--- config.mk ---
export PLATFORM = sky130hd
export DESIGN_NAME = ctrl_stream_router
export DESIGN_NICKNAME = d
export VERILOG_FILES = /design/src/rtl/ctrl_stream_router.sv
export SDC_FILE = /design/constraint.sdc
export NUM_CORES = 1
export LEC_CHECK = 0
export BUFFER_PORTS_ARGS = -buffer_cell sky130_fd_sc_hd__buf_2
export CAP_MARGIN = 20
export CORE_AREA = 8 8 315 241
export DETAILED_ROUTE_END_ITERATION = 8
export DIE_AREA = 0 0 323 249
export MAX_ROUTING_LAYER = met4
export SETUP_SLACK_MARGIN = 0.15
export SYNTH_ARGS = -nofsm -noshare
export SYNTH_HDL_FRONTEND = slang
export SYNTH_SLANG_ARGS = --single-unit
--- constraint.sdc ---
create_clock -name i_clk -period 14.5 [get_ports i_clk]
set_input_delay 2.9 -clock i_clk [delete_from_list [all_inputs] [get_ports i_clk]]
set_output_delay 2.9 -clock i_clk [all_outputs]
set_load 0.02 [all_outputs]
--- src/rtl/ctrl_stream_router.sv ---
// Control-word router: distributes one input stream to N_CHS channel FIFOs
// with unicast, broadcast and masked multicast, per-channel flush and a sticky error.
module ctrl_stream_router #(
    parameter int unsigned DATA_WIDTH = 24,
    parameter int unsigned N_CHS      = 4,
    parameter int unsigned FIFO_DEPTH = 8,
    localparam int unsigned SEL_W     = (N_CHS > 1) ? $clog2(N_CHS) : 1,
    localparam int unsigned LVL_W     = $clog2(FIFO_DEPTH) + 1
) (
    input  logic                        i_clk,
    input  logic                        i_reset,
    input  logic [1:0]                  i_mode,
    input  logic [SEL_W-1:0]            i_dev_sel,
    input  logic [N_CHS-1:0]            i_ch_mask,
    input  logic                        i_valid,
    output logic                        o_ready,
    input  logic [DATA_WIDTH-1:0]       i_data,
    output logic [N_CHS-1:0]            o_valid,
    input  logic [N_CHS-1:0]            i_ready,
    output logic [DATA_WIDTH*N_CHS-1:0] o_data,
    input  logic [N_CHS-1:0]            i_flush,
    output logic [LVL_W*N_CHS-1:0]      o_level,
    output logic                        o_route_err,
    input  logic                        i_err_clr
);

    localparam int unsigned PTR_W = $clog2(FIFO_DEPTH);

    logic [N_CHS-1:0] w_target;
    logic [N_CHS-1:0] w_full;
    logic [N_CHS-1:0] w_valid;
    logic             w_accept;
    logic             r_route_err;

    always_comb begin
        w_target = '0;
        case (i_mode)
            2'd1:    w_target = '1;
            2'd2:    w_target = i_ch_mask;
            default: begin
                for (int k = 0; k < N_CHS; k++) begin
                    w_target[k] = (32'(i_dev_sel) == 32'(k));
                end
            end
        endcase
    end

    // Full flags come from registered pointers only, so i_ready never reaches o_ready.
    assign o_ready  = ~i_reset & (&(~w_target | ~w_full));
    assign w_accept = i_valid & o_ready;
    assign o_valid  = w_valid;

    always_ff @(posedge i_clk or posedge i_reset) begin
        if (i_reset) begin
            r_route_err <= 1'b0;
        end else if (w_accept && (w_target == '0)) begin
            r_route_err <= 1'b1;
        end else if (i_err_clr) begin
            r_route_err <= 1'b0;
        end
    end

    assign o_route_err = r_route_err;

    for (genvar g = 0; g < N_CHS; g++) begin : g_ch
        logic [PTR_W:0]          r_wptr;
        logic [PTR_W:0]          r_rptr;
        logic [DATA_WIDTH-1:0]   r_mem [FIFO_DEPTH];
        logic [LVL_W-1:0]        w_level;
        logic                    w_push;
        logic                    w_pop;

        // Wrap bit makes the pointer difference the exact occupancy, 0..FIFO_DEPTH.
        assign w_level   = r_wptr - r_rptr;
        assign w_full[g] = (w_level == LVL_W'(FIFO_DEPTH));
        assign w_valid[g] = (w_level != '0);
        assign w_push    = w_accept & w_target[g] & ~i_flush[g];
        assign w_pop     = w_valid[g] & i_ready[g] & ~i_flush[g];

        always_ff @(posedge i_clk or posedge i_reset) begin
            if (i_reset) begin
                r_wptr <= '0;
                r_rptr <= '0;
            end else if (i_flush[g]) begin
                r_wptr <= '0;
                r_rptr <= '0;
            end else begin
                if (w_push) r_wptr <= r_wptr + 1'b1;
                if (w_pop)  r_rptr <= r_rptr + 1'b1;
            end
        end

        always_ff @(posedge i_clk) begin
            if (w_push) r_mem[r_wptr[PTR_W-1:0]] <= i_data;
        end

        assign o_data[DATA_WIDTH*(g+1)-1 -: DATA_WIDTH] = r_mem[r_rptr[PTR_W-1:0]];
        assign o_level[LVL_W*(g+1)-1 -: LVL_W]          = w_level;
    end

endmodule

==> flow_summary_export.csv <==
group,metric,value,unit
route,routedWlPerCell,25.44,µm
timing,setup_viol,0,
setup_path,path_buf_inv,3,
setup_path,crit_arrival,5280,ps
synthesis,postSynthCellCount,1642,
synthesis,ys_ff_latch,801,
finish,drive_gt1_frac,0.2930,
setup_path,critPathSlowestCell,"a311o_1",
floorplan,pin_count,162,
timing,setup_slack,6320,ps
timing,tns,0,ps
grt,grt_max_degree,53,
route,vias,15800,
floorplan,die_x,323,µm
finish,finalNetCount,1927,
pwr,leakagePower,12.04,nW
pwr,power_switching,1.563,mW
setup_path,crit_path_end_kind,"primary output",
synthesis,ys_warn_count,0,
pwr,seqPwrFrac,0.452,
clock_network,ctsResizeCount,0,
grt,grt_pass1_vias,16420,
pwr,cell_internal_pwr,4.144,mW
timing,tightestPinTransition,1038,ps
setup_path,crit_top_cell,"buf_2",
timing,rsz0062_at_grt,"no",
setup_path,path_cells,"buf_2 -> inv_1 -> ha_1 -> or3b_1 -> o21ai_0 -> nor2b_1 -> a311o_1 -> nor2_1 -> buf_2",
timing,post-route-period-util,0.5642,
setup_path,max_stage_delay,610,ps
synthesis,yosys-top-cells-area,"edfxtp_1 (73%), mux4_2 (14%), nand2_1 (3.6%)",
clock_network,hold_buffers,0,
grt,grt_pass1_wl,109200,µm
pwr,combPwrFrac,0.215,
clock_network,root_buffer,"clkbuf_16",
clock_network,clk_latency,600,ps
setup_path,cp_max_fo,14,
place,portBuffers,161,
pwr,power_switching_share,0.2739,
floorplan,die_h,249,µm
timing,period_needed,8180,ps
timing,max_freq,122.2,MHz
clock_network,cts_setup_buffers,0,
synthesis,yosysSeqAreaShare,0.7590,
grt,overflow,0,
synthesis,synth_top_flop_cell,"edfxtp_1",
floorplan,die_area,80430,µm²
worst_hold_path,hold_class,"register to register",
place,place.gp.congestion,0.7913,
clock_network,h-tree-depth,3,
setup_path,path_class,"primary input to primary output",
setup_path,worstSetupStartpointType,"primary input",
clock_network,cts_buffers,75,
setup_path,crit_family,"compound AO/OA/AOI/OAI gates",
synthesis,syn_area,31470,µm²
timing,timing.slew.headroom,0.3078,
clock_network,cts_tree,"yes",
pwr,power.density,157.4,nW/µm²
clock_network,clock_path_buffers,3,
route,postRouteAntennaNets,0,
synthesis,synth.avg_cell_area,19.17,µm²
route,totalWireLength,73140,µm
route,drc,0,
run_status,status,"finished, final reports clean",
job,drv_cap,0,
synthesis,synth_fp_nets,1712,
floorplan,start_util,0.4443,
pwr,pwr-share-clk,0.333,
timing,finalMaxSlewViolations,0,
finish,area_growth,15.21,%
synthesis,synth_edf_count,768,
synthesis,async_flop_share,0.04120,
route,via_per_inst,5.496,
pwr,vdd_ir_drop_max,96.96,µV
floorplan,core-area,70830,µm²
timing,hold_viol,0,
setup_path,critPathRequiredTime,11600,ps
place,dp_slack,6374,ps
route,drt_iter0_markers,1364,
synthesis,synth.top_cell.area_share,0.7328,
finish,fillCellCount,5773,
place,hpwl,41850,µm
clock_network,clk_pin_slew_worst_paths,60,ps
floorplan,rows,85,
route,dr.pass1.iters,5,
grt,antenna_found_initial,3,
grt,grt_use_total,0.1878,
timing,skew,13.32,ps
clock_network,clock-sinks,801,
synthesis,yosysTopAreaCell,"edfxtp_1",
synthesis,synth_cell_type_count,42,
power by group through the flow:
stage	registers, mW	clock network, mW	logic [mW]
after floorplan	2.61	0	0.841
after global placement	2.67	0	1.19
after detailed placement	2.67	0	1.19
after CTS	2.62	1.95	1.20
after global routing	2.58	2.03	1.33
final	2.58	1.90	1.23
cell type report:
cell class | count | area, µm² | share of cell area
Sequential cell | 801 | 23910 | 0.6593
Tap cell | 957 | 1197 | 0.03302
Inverter | 27 | 101.3 | 0.002795
Clock inverter | 26 | 192.7 | 0.005314
Multi-Input combinational cell | 733 | 7356 | 0.2029
Antenna cell | 7 | 17.52 | 0.0004831
Timing Repair Buffer | 219 | 1321 | 0.03644
Clock buffer | 105 | 2167 | 0.05976
through the flow:
step           cells  cell area [µm²]  hold WS [ps]  power (mW)    util
6_report        2875            36260         502.4       5.707  0.5119
3_3_place_gp    2733            33770         480.1       3.859  0.4768
3_5_place_dp    2733            33770         489.9       3.866  0.4768
5_1_grt         2871            36250         541.8       5.938  0.5118
4_1_cts         2864            36130         503.6       5.770  0.5101
2_1_floorplan   1642            31470         539.1       3.451       -
cells in the mapped netlist, types with 2 or more instances:
master,instances
a21oi_1,14
a311oi_1,2
and3_1,2
buf_1,10
buf_2,5
clkbuf_1,66
clkinv_1,4
dfrtp_1,33
edfxtp_1,768
fa_1,4
ha_1,22
inv_1,23
mux2_1,2
mux2_2,5
mux2i_1,12
mux4_2,192
nand2_1,300
nand2b_1,16
nand3_1,14
nand3b_1,5
nand4b_1,2
nor2_1,25
nor2b_1,9
nor3_1,24
nor4_1,22
o211ai_1,3
o21a_1,2
o21ai_0,12
or2_2,4
or3_1,13
xnor2_1,5
xor2_1,12
cell families after synthesis:
group,after synthesis,share of synthesized area
flip-flops,801,0.7590
AND/OR/NAND/NOR,441,0.06087
multiplexers,211,0.1437
buffers and inverters,108,0.01308
AO/OA/AOI/OAI,38,0.007315
adder cells (fa/ha/maj),26,0.01129
XOR/XNOR,17,0.004731
layer usage:
layer | vias to the layer above | wire length (µm) | GRT usage
li1 | 6929 | - | -
met1 | 8318 | 32570 | 0.2605
met2 | 464 | 34570 | 0.2873
met3 | 89 | 4640 | 0.04001
met4 | 0 | 1355 | 0.04140
met5 | - | 0 | -
registers in the layout (all words and copies together), names as in the netlist:
| signal | flops |
|---|---|
| g_ch.r_wptr | 16 |
| g_ch.r_rptr | 16 |
| o_route_err | 1 |
| g_ch.r_mem | 768 |
final timing paths:
path                                        to  slack [ps]               from  depth (start not counted)
max                                    o_ready        6320          i_mode[0]                          9
min                                o_route_err         500        o_route_err                          1
max reg2reg                g_ch[0].r_mem[3][9]        9110  g_ch[0].r_rptr[2]                         11
min reg2reg                        o_route_err         500        o_route_err                          1
max in group asynchronous    g_ch[2].r_rptr[0]       11570            i_reset                          3
min in group asynchronous    g_ch[3].r_rptr[3]        2210            i_reset                          2
placed cells by master, fill, tap and decap left out, drive strengths merged, types with 7 or more instances in the layout:
master	count
nor4	22
clkbuf	105
or3	13
nand3	14
buf	219
diode	7
dfrtp	33
xor2	12
ha	22
nor2	25
mux2	7
o21ai	12
mux4	192
inv	23
edfxtp	768
a21oi	14
nand2b	16
nor2b	9
nor3	24
clkinv	27
nand2	300
mux2i	12
(Power assumes the default switching activity.)
